<file path="src/rtl/genius_if.sv">
// Button/status bundle between the IR decoder side and the Genius game sequencer.
// The decoder (master) drives the event lines; the sequencer (slave) drives LEDs and status.
interface genius_if #(
  parameter int LW = 5
);
  logic          rdy;
  logic          b_power;
  logic          b_blue;
  logic          b_yellow;
  logic          b_green;
  logic          b_red;
  logic [1:0]    color;
  logic [3:0]    led;
  logic [LW-1:0] level;
  logic          busy;
  logic          game_over;
  logic          win;

  modport master (
    output rdy, b_power, b_blue, b_yellow, b_green, b_red, color,
    input  led, level, busy, game_over, win
  );

  modport slave (
    input  rdy, b_power, b_blue, b_yellow, b_green, b_red, color,
    output led, level, busy, game_over, win
  );
endinterface

</file>
<file path="src/rtl/genius_game_ctrl.sv">
// Simon-style game sequencer: builds a random color sequence, plays it back, checks player input.
// Optional macro GENIUS_TIMEOUT_EN adds an idle timeout (loss) while waiting for player input.
module genius_game_ctrl #(
  parameter int MAX_LEN        = 16,
  parameter int SHOW_CYCLES    = 25000000,
  parameter int GAP_CYCLES     = 12500000,
  parameter int TIMEOUT_CYCLES = 250000000,
  parameter int LW             = $clog2(MAX_LEN + 1)
) (
  input logic     clk,
  input logic     rst,
  genius_if.slave bus
);

  localparam int IW   = (MAX_LEN > 1) ? $clog2(MAX_LEN) : 1;
  localparam int TMAX = (SHOW_CYCLES > GAP_CYCLES)
                      ? ((SHOW_CYCLES > TIMEOUT_CYCLES) ? SHOW_CYCLES : TIMEOUT_CYCLES)
                      : ((GAP_CYCLES > TIMEOUT_CYCLES) ? GAP_CYCLES : TIMEOUT_CYCLES);
  localparam int TW   = $clog2(TMAX + 1);

  localparam logic [TW-1:0] SHOW_END = TW'(SHOW_CYCLES - 1);
  localparam logic [TW-1:0] GAP_END  = TW'(GAP_CYCLES - 1);
`ifdef GENIUS_TIMEOUT_EN
  localparam logic [TW-1:0] TO_END   = TW'(TIMEOUT_CYCLES - 1);
`endif

  typedef enum logic [2:0] {
    IDLE, ADD, SHOW_ON, SHOW_OFF, WAIT_IN, GAP, LOSE, WIN
  } state_t;

  state_t        state;
  logic          rdy_q;
  logic [1:0]    seq [MAX_LEN];
  logic [LW-1:0] len;
  logic [IW-1:0] idx;
  logic [TW-1:0] tmr;
  logic [3:0]    led;
  logic          busy;
  logic          game_over;
  logic          win;

  function automatic logic [3:0] onehot(input logic [1:0] c);
    return 4'b0001 << c;
  endfunction

  // {valid, code}; blue > yellow > green > red
  function automatic logic [2:0] pick_color(input logic bl, input logic ye,
                                            input logic gr, input logic rd);
    if (bl)      return 3'b1_00;
    else if (ye) return 3'b1_01;
    else if (gr) return 3'b1_10;
    else if (rd) return 3'b1_11;
    else         return 3'b0_00;
  endfunction

  logic       ev;
  logic       power_ev;
  logic       color_ev;
  logic [2:0] pick;
  logic       last;
  logic       phase_end;

  assign ev       = bus.rdy & ~rdy_q;
  assign power_ev = ev & bus.b_power;
  assign pick     = pick_color(bus.b_blue, bus.b_yellow, bus.b_green, bus.b_red);
  assign color_ev = ev & ~bus.b_power & pick[2];
  assign last     = (LW'(idx) == len - LW'(1));

  // A timed phase expiring in the same cycle as a power press takes the expiry path.
  assign phase_end = ((state == SHOW_ON) && (tmr == SHOW_END)) ||
                     (((state == SHOW_OFF) || (state == GAP) || (state == WIN)) &&
                      (tmr == GAP_END));

  always_ff @(posedge clk or negedge rst) begin
    if (!rst) begin
      state     <= IDLE;
      rdy_q     <= 1'b0;
      len       <= '0;
      idx       <= '0;
      tmr       <= '0;
      led       <= '0;
      busy      <= 1'b0;
      game_over <= 1'b0;
      win       <= 1'b0;
      for (int i = 0; i < MAX_LEN; i++) seq[i] <= 2'd0;
    end else begin
      rdy_q <= bus.rdy;
      if (power_ev && !phase_end) begin
        state     <= ADD;
        len       <= '0;
        idx       <= '0;
        tmr       <= '0;
        led       <= '0;
        busy      <= 1'b0;
        game_over <= 1'b0;
        win       <= 1'b0;
      end else begin
        case (state)
          IDLE, LOSE: ;
          ADD: begin
            seq[IW'(len)] <= bus.color;
            len           <= len + LW'(1);
            idx           <= '0;
            tmr           <= '0;
            state         <= SHOW_ON;
            busy          <= 1'b1;
            // seq[0] is only being written now on the very first round
            led           <= onehot((len == '0) ? bus.color : seq[0]);
          end
          SHOW_ON: begin
            if (tmr == SHOW_END) begin
              tmr   <= '0;
              led   <= '0;
              state <= SHOW_OFF;
            end else begin
              tmr <= tmr + TW'(1);
            end
          end
          SHOW_OFF: begin
            if (tmr == GAP_END) begin
              tmr <= '0;
              if (last) begin
                idx   <= '0;
                busy  <= 1'b0;
                state <= WAIT_IN;
              end else begin
                idx   <= idx + IW'(1);
                led   <= onehot(seq[idx + IW'(1)]);
                state <= SHOW_ON;
              end
            end else begin
              tmr <= tmr + TW'(1);
            end
          end
          WAIT_IN: begin
            if (color_ev) begin
              tmr <= '0;
              if (pick[1:0] != seq[idx]) begin
                led       <= 4'b1111;
                game_over <= 1'b1;
                state     <= LOSE;
              end else if (!last) begin
                idx <= idx + IW'(1);
              end else if (len == LW'(MAX_LEN)) begin
                idx   <= '0;
                led   <= 4'b1111;
                win   <= 1'b1;
                state <= WIN;
              end else begin
                idx   <= '0;
                busy  <= 1'b1;
                state <= GAP;
              end
            end
`ifdef GENIUS_TIMEOUT_EN
            else if (tmr == TO_END) begin
              tmr       <= '0;
              led       <= 4'b1111;
              game_over <= 1'b1;
              state     <= LOSE;
            end else begin
              tmr <= tmr + TW'(1);
            end
`endif
          end
          GAP: begin
            if (tmr == GAP_END) begin
              tmr   <= '0;
              busy  <= 1'b0;
              state <= ADD;
            end else begin
              tmr <= tmr + TW'(1);
            end
          end
          WIN: begin
            if (tmr == GAP_END) begin
              tmr <= '0;
              led <= ~led;
            end else begin
              tmr <= tmr + TW'(1);
            end
          end
          default: state <= IDLE;
        endcase
      end
    end
  end

  assign bus.led       = led;
  assign bus.level     = len;
  assign bus.busy      = busy;
  assign bus.game_over = game_over;
  assign bus.win       = win;

endmodule

</file>
<file path="src/flat_wrapper.sv">
// flat-port wrapper written by rule: the top's interface ports become plain ports
module genius_game_ctrl_flat 
#(
  parameter int MAX_LEN        = 16,
  parameter int SHOW_CYCLES    = 25000000,
  parameter int GAP_CYCLES     = 12500000,
  parameter int TIMEOUT_CYCLES = 250000000,
  parameter int LW             = $clog2(MAX_LEN + 1)
)
  (clk, rst, bus_rdy, bus_b_power, bus_b_blue, bus_b_yellow, bus_b_green, bus_b_red, bus_color, bus_led, bus_level, bus_busy, bus_game_over, bus_win);
  genius_if #(.LW(LW)) bus_i ();
  input logic clk;
  input logic rst;
  input wire logic [$bits(bus_i.rdy)-1:0] bus_rdy;
  input wire logic [$bits(bus_i.b_power)-1:0] bus_b_power;
  input wire logic [$bits(bus_i.b_blue)-1:0] bus_b_blue;
  input wire logic [$bits(bus_i.b_yellow)-1:0] bus_b_yellow;
  input wire logic [$bits(bus_i.b_green)-1:0] bus_b_green;
  input wire logic [$bits(bus_i.b_red)-1:0] bus_b_red;
  input wire logic [$bits(bus_i.color)-1:0] bus_color;
  output wire logic [$bits(bus_i.led)-1:0] bus_led;
  output wire logic [$bits(bus_i.level)-1:0] bus_level;
  output wire logic [$bits(bus_i.busy)-1:0] bus_busy;
  output wire logic [$bits(bus_i.game_over)-1:0] bus_game_over;
  output wire logic [$bits(bus_i.win)-1:0] bus_win;
  assign bus_i.rdy = bus_rdy;
  assign bus_i.b_power = bus_b_power;
  assign bus_i.b_blue = bus_b_blue;
  assign bus_i.b_yellow = bus_b_yellow;
  assign bus_i.b_green = bus_b_green;
  assign bus_i.b_red = bus_b_red;
  assign bus_i.color = bus_color;
  assign bus_led = bus_i.led;
  assign bus_level = bus_i.level;
  assign bus_busy = bus_i.busy;
  assign bus_game_over = bus_i.game_over;
  assign bus_win = bus_i.win;
  genius_game_ctrl #(.MAX_LEN(MAX_LEN), .SHOW_CYCLES(SHOW_CYCLES), .GAP_CYCLES(GAP_CYCLES), .TIMEOUT_CYCLES(TIMEOUT_CYCLES), .LW(LW)) u_core (.clk(clk), .rst(rst), .bus(bus_i));
endmodule
</file>
<file path="config.mk">
export PLATFORM = sky130hd
export DESIGN_NAME = genius_game_ctrl_flat
export DESIGN_NICKNAME = d
export VERILOG_FILES = /design/src/rtl/genius_if.sv /design/src/rtl/genius_game_ctrl.sv /design/src/flat_wrapper.sv
export SDC_FILE = /design/constraint.sdc
export NUM_CORES = 1
export LEC_CHECK = 0
export BUFFER_PORTS_ARGS = -buffer_cell sky130_fd_sc_hd__buf_2
export CORE_MARGIN = 2
export CORE_UTILIZATION = 44
export DETAILED_ROUTE_END_ITERATION = 10
export SETUP_SLACK_MARGIN = 0.15
export SKIP_CTS_REPAIR_TIMING = 1
export SLEW_MARGIN = 10
export SYNTH_ARGS = -nofsm -noshare
export SYNTH_HDL_FRONTEND = slang
export SYNTH_SLANG_ARGS = --single-unit
</file>
<file path="constraint.sdc">
create_clock -name clk -period 2.7 [get_ports clk]
set_input_delay 0.405 -clock clk [delete_from_list [all_inputs] [get_ports clk]]
set_output_delay 0.405 -clock clk [all_outputs]
set_load 0.01 [all_outputs]
</file>
==> run_results.csv, run 1 <==
group,metric,value,unit
outcome,run_status,"finished, violations left",
outcome,failed_checks,"negative setup slack",
timing,period_share,1.05,
synthesis,synthesis.area,5120,µm²
drt,ant_nets,0,
timing,timing_worst_slew_pin_value,0.695,ns
synthesis,yosysUniqueCellTypes,60,
timing,fin_crit,2.83,ns
power_and_ir_drop,worst_ir_drop_vdd,0.604,mV
final_layout,finalInstanceArea,6440,µm²
final_layout,multi_input_area,3200,µm²
drt,post_drt_via_cell_ratio,5.89,
clocking,clk_root_buffer_cell,"sky130_fd_sc_hd__clkbuf_16",
synthesis,synth_enable_flop_cells,0,
worst_setup_path,startpoint_type,"flip-flop",
timing,clock.fmax,0.353,GHz
timing,skew,0.00705,ns
floorplan,initial_core_util,0.450,
worst_setup_path,worstPathMaxFanout,7,
drt,detail_route.wl_per_cell,18.3,µm
worst_setup_path,critPathSlowestCell,"sky130_fd_sc_hd__mux4_2",
timing,fin_hold_ws,0.103,ns
power_and_ir_drop,total_power,6.02,mW
timing,rsz_0062_raised_after_global_routing,"true",
final_layout,number_of_filler_instances_in_the_final_layout,992,
global_route,grt_use_total,0.216,
worst_setup_path,timing.critical_path.to_type,"flip-flop",
worst_setup_path,cp_slowest_stage_delay,0.53,ns
drt,drt_iter0_drc,348,
flow_run,cap_viol_max_count,0,
worst_setup_path,required,2.93,ns
final_layout,n_antenna_cell,0,
placement,placed_instance_count,701,
timing,report.final.slew_viol_count,0,
floorplan,placeableCoreArea,11400,µm²
global_route,pin_count_of_the_biggest_net_entering_global_routing,51,
synthesis,mappedNetlistNets,516,
placement,estimated_wirelength_of_the_detail_placed_design,9610,µm
final_layout,proportion_of_layout_cells_with_a_drive_suffix_above_1,0.366,
floorplan,design.portCount,22,
final_layout,layout.nets,594,
final_layout,final_cell_count_no_fill,725,
final_layout,flow.area_growth_from_synthesis,25.9,%
placement,placed_cell_area,5830,µm²
timing,slew_headroom,0.536,
timing,setup_viol,8,
floorplan,placement_rows,39,
power_and_ir_drop,pwr_cell_area,934,nW/µm²
floorplan,dieArea,12500,µm²
worst_setup_path,crit_type,"reg -> reg",
final_layout,layout.area.seq,2000,µm²
global_route,grt_pass1_wl,21900,µm
timing,final_critical_path_setup_slack,-0.132,ns
synthesis,synthesis.yosys.warnings,0,
min_path,worst_hold_path_type,"in -> async",
placement,pre_cts_ws,-0.171,ns
power_and_ir_drop,p_leak,2.86,nW
worst_setup_path,crit_path_cell_trace,"buf_6 -> mux4_2 -> mux4_2 -> nand4bb_4 -> o221a_4 -> o311a_4 -> mux2_4",
floorplan,die-width,112,µm
clocking,clock_tree_from_tritoncts,"built",
floorplan,die_y,112,µm
timing,finalHoldViolCount,0,
synthesis,postSynthRegisterBits,80,
drt,drt_pass1_iterations,5,
worst_setup_path,crit_arrival,3.06,ns
drt,route.final.wire_length,13300,µm
clocking,cts_made_buffers,9,
clocking,cts_htree_levels,3,
synthesis,ys.flop_type,"sky130_fd_sc_hd__dfrtp_1",
global_route,grt_pass1_vias,4279,
placement,finalWeightedCongestion,0.941,
clocking,clk_pin_slew,0.06,ns
synthesis,postSynthCellCount,499,
clocking,longest_clk_path_bufs,2,
synthesis,synth.avg_cell_area,10.3,µm²
drt,detailroute.via_count,4273,
drt,post-route-drc-count,0,
clocking,cts.sinks,80,
synthesis,synth-seq-area-share,0.391,
clocking,worst_skew_pair.late_latency,0.34,ns
synthesis,postSynth.asyncResetShare,1.00,
worst_setup_path,timing.critical_path.mode_cell,"sky130_fd_sc_hd__mux4_2",
global_route,grt-ovfl-total,0,
global_route,grt_antenna_before_repair,0,
placement,port_buffer_count,21,
[path summary, 6_finish.rpt]
check	end	cells past startpoint	startpoint	slack, ns
worst max-delay path	u_core.bus.led[0]	7	u_core.idx[1]	-0.13
worst min-delay path	u_core.bus.level[4]	1	rst	0.10
worst max register to register	u_core.bus.led[0]	7	u_core.idx[1]	-0.13
worst min register to register	u_core.bus.win	1	u_core.bus.win	0.50
max in group asynchronous	u_core.seq[7]	2	rst	1.99
min in group clk	u_core.rdy_q	1	bus_rdy	0.23
[placed cells by master, fill, tap and decap left out, types with 8 or more instances in the layout]
cell                         n
sky130_fd_sc_hd__buf_2      21
sky130_fd_sc_hd__nand3_1    16
sky130_fd_sc_hd__mux4_2     17
sky130_fd_sc_hd__clkbuf_16   9
sky130_fd_sc_hd__a21oi_1    10
sky130_fd_sc_hd__xor2_1     12
sky130_fd_sc_hd__mux2_2     33
sky130_fd_sc_hd__buf_4      68
sky130_fd_sc_hd__o21ai_0    27
sky130_fd_sc_hd__nand2_1    27
sky130_fd_sc_hd__xnor2_1     9
sky130_fd_sc_hd__a21o_1     18
sky130_fd_sc_hd__nor3_1     13
sky130_fd_sc_hd__and3_1      9
sky130_fd_sc_hd__dfrtp_1    79
sky130_fd_sc_hd__mux2i_1    14
sky130_fd_sc_hd__nand4_1     8
sky130_fd_sc_hd__nor2_1     49
[layout make-up]
cell class,instances,area share
multi-input cells,386,0.497
flip-flops and latches,80,0.311
repair buffers,93,0.105
clock buffers,10,0.0371
well taps,143,0.0278
clock inverters,6,0.0179
inverters,7,0.00408
[cell usage after synthesis, types with 3 or more instances]
cell type / instances / area share
sky130_fd_sc_hd__and4_1: 4 / 0.0068
sky130_fd_sc_hd__o21a_1: 4 / 0.0059
sky130_fd_sc_hd__nor3_1: 17 / 0.017
sky130_fd_sc_hd__xnor2_1: 9 / 0.015
sky130_fd_sc_hd__mux2_4: 4 / 0.012
sky130_fd_sc_hd__nand2b_1: 5 / 0.0061
sky130_fd_sc_hd__nor4b_1: 4 / 0.0068
sky130_fd_sc_hd__ha_1: 7 / 0.017
sky130_fd_sc_hd__buf_2: 3 / 0.0029
sky130_fd_sc_hd__xor2_1: 13 / 0.022
sky130_fd_sc_hd__nor3b_1: 4 / 0.0059
sky130_fd_sc_hd__buf_1: 3 / 0.0022
sky130_fd_sc_hd__a32oi_1: 3 / 0.0051
sky130_fd_sc_hd__and3_1: 9 / 0.011
sky130_fd_sc_hd__nor2_1: 55 / 0.040
sky130_fd_sc_hd__mux4_2: 17 / 0.075
sky130_fd_sc_hd__nand2_1: 28 / 0.021
sky130_fd_sc_hd__o211ai_1: 6 / 0.0088
sky130_fd_sc_hd__clkbuf_1: 18 / 0.013
sky130_fd_sc_hd__o2111ai_1: 7 / 0.012
sky130_fd_sc_hd__a21o_1: 18 / 0.026
sky130_fd_sc_hd__and2_1: 5 / 0.0061
sky130_fd_sc_hd__mux2_2: 33 / 0.073
sky130_fd_sc_hd__a221oi_1: 4 / 0.0068
sky130_fd_sc_hd__mux2i_1: 15 / 0.029
sky130_fd_sc_hd__dfrtp_1: 80 / 0.39
sky130_fd_sc_hd__nor4_1: 5 / 0.0061
sky130_fd_sc_hd__nand3_1: 21 / 0.021
sky130_fd_sc_hd__a21oi_1: 11 / 0.011
sky130_fd_sc_hd__or3_1: 6 / 0.0073
sky130_fd_sc_hd__o21ai_0: 29 / 0.028
sky130_fd_sc_hd__a22o_1: 4 / 0.0068
sky130_fd_sc_hd__and3b_1: 3 / 0.0051
sky130_fd_sc_hd__nand4_1: 8 / 0.0098
sky130_fd_sc_hd__inv_1: 6 / 0.0044
[per-stage QoR]
| stage | TNS, ns | utilization |
|---|---|---|
| 6_report | -0.679 | 0.567 |
| 4_1_cts | -1.15 | 0.544 |
| 3_5_place_dp | -0.955 | 0.513 |
| 5_1_grt | -1.50 | 0.567 |
| 2_1_floorplan | -0.376 | - |
| 3_3_place_gp | -0.503 | 0.513 |
[per-layer routing]
| metal | vias to the layer above | global-route usage | wire length, µm |
|---|---|---|---|
| met1 | 2126 | 0.316 | 6370 |
| met3 | 14 | 0.0386 | 537 |
| met5 | - | 0 | 0 |
| li1 | 2034 | - | - |
| met4 | 0 | 0.0667 | 189 |
| met2 | 99 | 0.327 | 6190 |
[where the power goes]
part / internal, mW / leakage [nW] / switching [mW] / total [mW]
logic: 1.50 / 1.61 / 1.47 / 2.97
clock network: 0.934 / 0.169 / 0.516 / 1.45
registers: 1.40 / 1.09 / 0.198 / 1.60
[sequential cells by signal, summed over array words and instances (netlist names)]
register              cells
u_core.bus.led            4
u_core.rdy_q              1
u_core.bus.busy           1
u_core.bus.game_over      1
u_core.idx                4
u_core.seq               32
u_core.bus.win            1
u_core.tmr               28
u_core.bus.level          5
u_core.state              3
[kinds of logic (layout without fill, tap and decap cells)]
family | Yosys count | count (layout) | share of synthesized area
xor+xnor | 22 | 22 | 0.0377
simple gates | 184 | 184 | 0.188
mux | 70 | 70 | 0.193
fa+ha+maj | 7 | 7 | 0.0171
compound gates | 103 | 103 | 0.145
buf+inv | 33 | 116 | 0.0279
flops | 80 | 80 | 0.391
[critical path: cells and delay by family, from the launching register on]
| kind | cells | cell delay (ns) |
|---|---|---|
| compound gates | 2 | 0.66 |
| simple gates | 1 | 0.24 |
| buf+inv | 1 | 0.14 |
| mux | 3 | 1.33 |
| flops | 1 | 0.35 |
Power figures use the tool's default switching activity.
==> inputs of run 2 (changes only) <==
--- a/config.mk
+++ b/config.mk
@@ -9,6 +9,7 @@
 export CORE_MARGIN = 2
 export CORE_UTILIZATION = 44
 export DETAILED_ROUTE_END_ITERATION = 10
+export MAX_ROUTING_LAYER = met4
 export SETUP_SLACK_MARGIN = 0.15
 export SKIP_CTS_REPAIR_TIMING = 1
 export SLEW_MARGIN = 10
==> run_results.csv, run 2 (synthesis results as in run 1) <==
group,metric,value,unit
global_route,grt_use_total,0.222,
timing,report.final.slew_viol_count,0,
floorplan,initial_core_util,0.450,
flow_run,cap_viol_max_count,0,
final_layout,largest_register_ff_count,32,
clocking,cts.sinks,80,
clocking,cts_htree_levels,3,
placement,placed_instance_count,701,
timing,fin_crit,2.83,ns
final_layout,register_bank_with_the_most_flops,"u_core.seq",
floorplan,die_y,112,µm
global_route,grt_antenna_before_repair,0,
min_path,worst_hold_path_type,"in -> async",
power_and_ir_drop,p_leak,2.86,nW
clocking,clock_tree_from_tritoncts,"built",
final_layout,layout.nets,594,
final_layout,final_cell_count_no_fill,725,
drt,drt_iter0_drc,359,
clocking,clk_pin_slew,0.06,ns
worst_setup_path,worstPathMaxFanout,7,
timing,final_critical_path_setup_slack,-0.134,ns
final_layout,layout.core_utilization,0.567,
outcome,failed_checks,"negative setup slack",
global_route,grt_pass1_vias,4285,
final_layout,proportion_of_layout_cells_with_a_drive_suffix_above_1,0.366,
drt,ant_nets,0,
clocking,clk_root_buffer_cell,"sky130_fd_sc_hd__clkbuf_16",
power_and_ir_drop,total_power,6.02,mW
timing,finalHoldViolCount,0,
timing,clock.fmax,0.353,GHz
clocking,longest_clk_path_bufs,2,
final_layout,layout.cells.most_common_list,"sky130_fd_sc_hd__dfrtp_1, sky130_fd_sc_hd__buf_4, sky130_fd_sc_hd__nor2_1, sky130_fd_sc_hd__mux2_2",
drt,detailroute.via_count,4299,
placement,finalWeightedCongestion,0.958,
placement,placed_cell_area,5830,µm²
timing,setup_total_negative_slack,-0.695,ns
floorplan,placeableCoreArea,11400,µm²
global_route,grt-ovfl-total,0,
floorplan,design.portCount,22,
floorplan,dieArea,12500,µm²
timing,slew_headroom,0.537,
placement,port_buffer_count,21,
timing,timing_worst_slew_pin_value,0.694,ns
worst_setup_path,required,2.93,ns
placement,estimated_wirelength_of_the_detail_placed_design,9610,µm
final_layout,flow.area_growth_from_synthesis,25.9,%
drt,route.final.wire_length,13300,µm
clocking,cts_made_buffers,9,
global_route,pin_count_of_the_biggest_net_entering_global_routing,51,
worst_setup_path,launching_point_of_the_worst_reg2reg_path,"u_core.idx[1]",
final_layout,finalInstanceArea,6440,µm²
timing,rsz_0062_raised_after_global_routing,"true",
worst_setup_path,crit_type,"reg -> reg",
floorplan,die-width,112,µm
placement,pre_cts_ws,-0.171,ns
clocking,worst_skew_pair.late_latency,0.34,ns
worst_setup_path,timing.critical_path.to_type,"flip-flop",
drt,post_drt_via_cell_ratio,5.93,
timing,period_share,1.05,
final_layout,layout.cells.most_common,"sky130_fd_sc_hd__dfrtp_1",
timing,setup_viol,8,
power_and_ir_drop,worst_ir_drop_vdd,0.603,mV
worst_setup_path,r2r_cells,7,
worst_setup_path,startpoint_type,"flip-flop",
power_and_ir_drop,pwr_cell_area,934,nW/µm²
floorplan,placement_rows,39,
worst_setup_path,setup.reg_to_reg.worst_slack,-0.13,ns
final_layout,n_antenna_cell,0,
outcome,run_status,"finished, violations left",
drt,post-route-drc-count,0,
worst_setup_path,rr_endpoint,"u_core.bus.led[0]",
drt,detail_route.wl_per_cell,18.3,µm
drt,drt_pass1_iterations,6,
worst_setup_path,crit_arrival,3.06,ns
timing,fin_hold_ws,0.102,ns
timing,skew,0.00685,ns
global_route,grt_pass1_wl,21900,µm
==> run 2: cell counts in the layout (fill, tap and decap cells not counted) <==
No cell type changed its count.
==> run 2: area by class of cell <==
type	count	area (µm²)
Tap cell	143	179
Sequential cell	80	2000
Multi-Input combinational cell	386	3200
Clock buffer	10	239
Inverter	7	26.3
Clock inverter	6	115
Fill cell	992	4930
Timing Repair Buffer	93	678
==> run 2: worst max-delay path, stage by stage (launching register included) <==
cell and delay (ns):
sky130_fd_sc_hd__dfrtp_1 0.35, sky130_fd_sc_hd__buf_6 0.14, sky130_fd_sc_hd__mux4_2 0.50, sky130_fd_sc_hd__mux4_2 0.53
sky130_fd_sc_hd__nand4bb_4 0.24, sky130_fd_sc_hd__o221a_4 0.31, sky130_fd_sc_hd__o311a_4 0.35, sky130_fd_sc_hd__mux2_4 0.30
==> run 2: power breakdown <==
| group | internal [mW] | switching [mW] |
|---|---|---|
| Combinational | 1.50 | 1.48 |
| Clock | 0.934 | 0.515 |
| Sequential | 1.40 | 0.198 |
==> run 2: how the worst max path moves through the flow <==
stage,startpoint,end,slack [ns]
2_1_floorplan,u_core.idx[1],u_core.bus.led[0],-0.09
3_3_place_gp,u_core.idx[1],u_core.bus.led[3],-0.12
3_5_place_dp,u_core.idx[1],u_core.bus.led[0],-0.17
4_1_cts,u_core.idx[1],u_core.bus.led[0],-0.18
5_1_grt,u_core.idx[1],u_core.bus.led[1],-0.20
6_report,u_core.idx[1],u_core.bus.led[0],-0.13
==> run 2: layer usage <==
| metal | wire length (µm) | vias up | global-route usage |
|---|---|---|---|
| met5 | 0 | - | - |
| met4 | 198 | 0 | 0.0667 |
| met3 | 637 | 16 | 0.0386 |
| met2 | 6200 | 124 | 0.326 |
| met1 | 6250 | 2120 | 0.317 |
| li1 | - | 2039 | - |
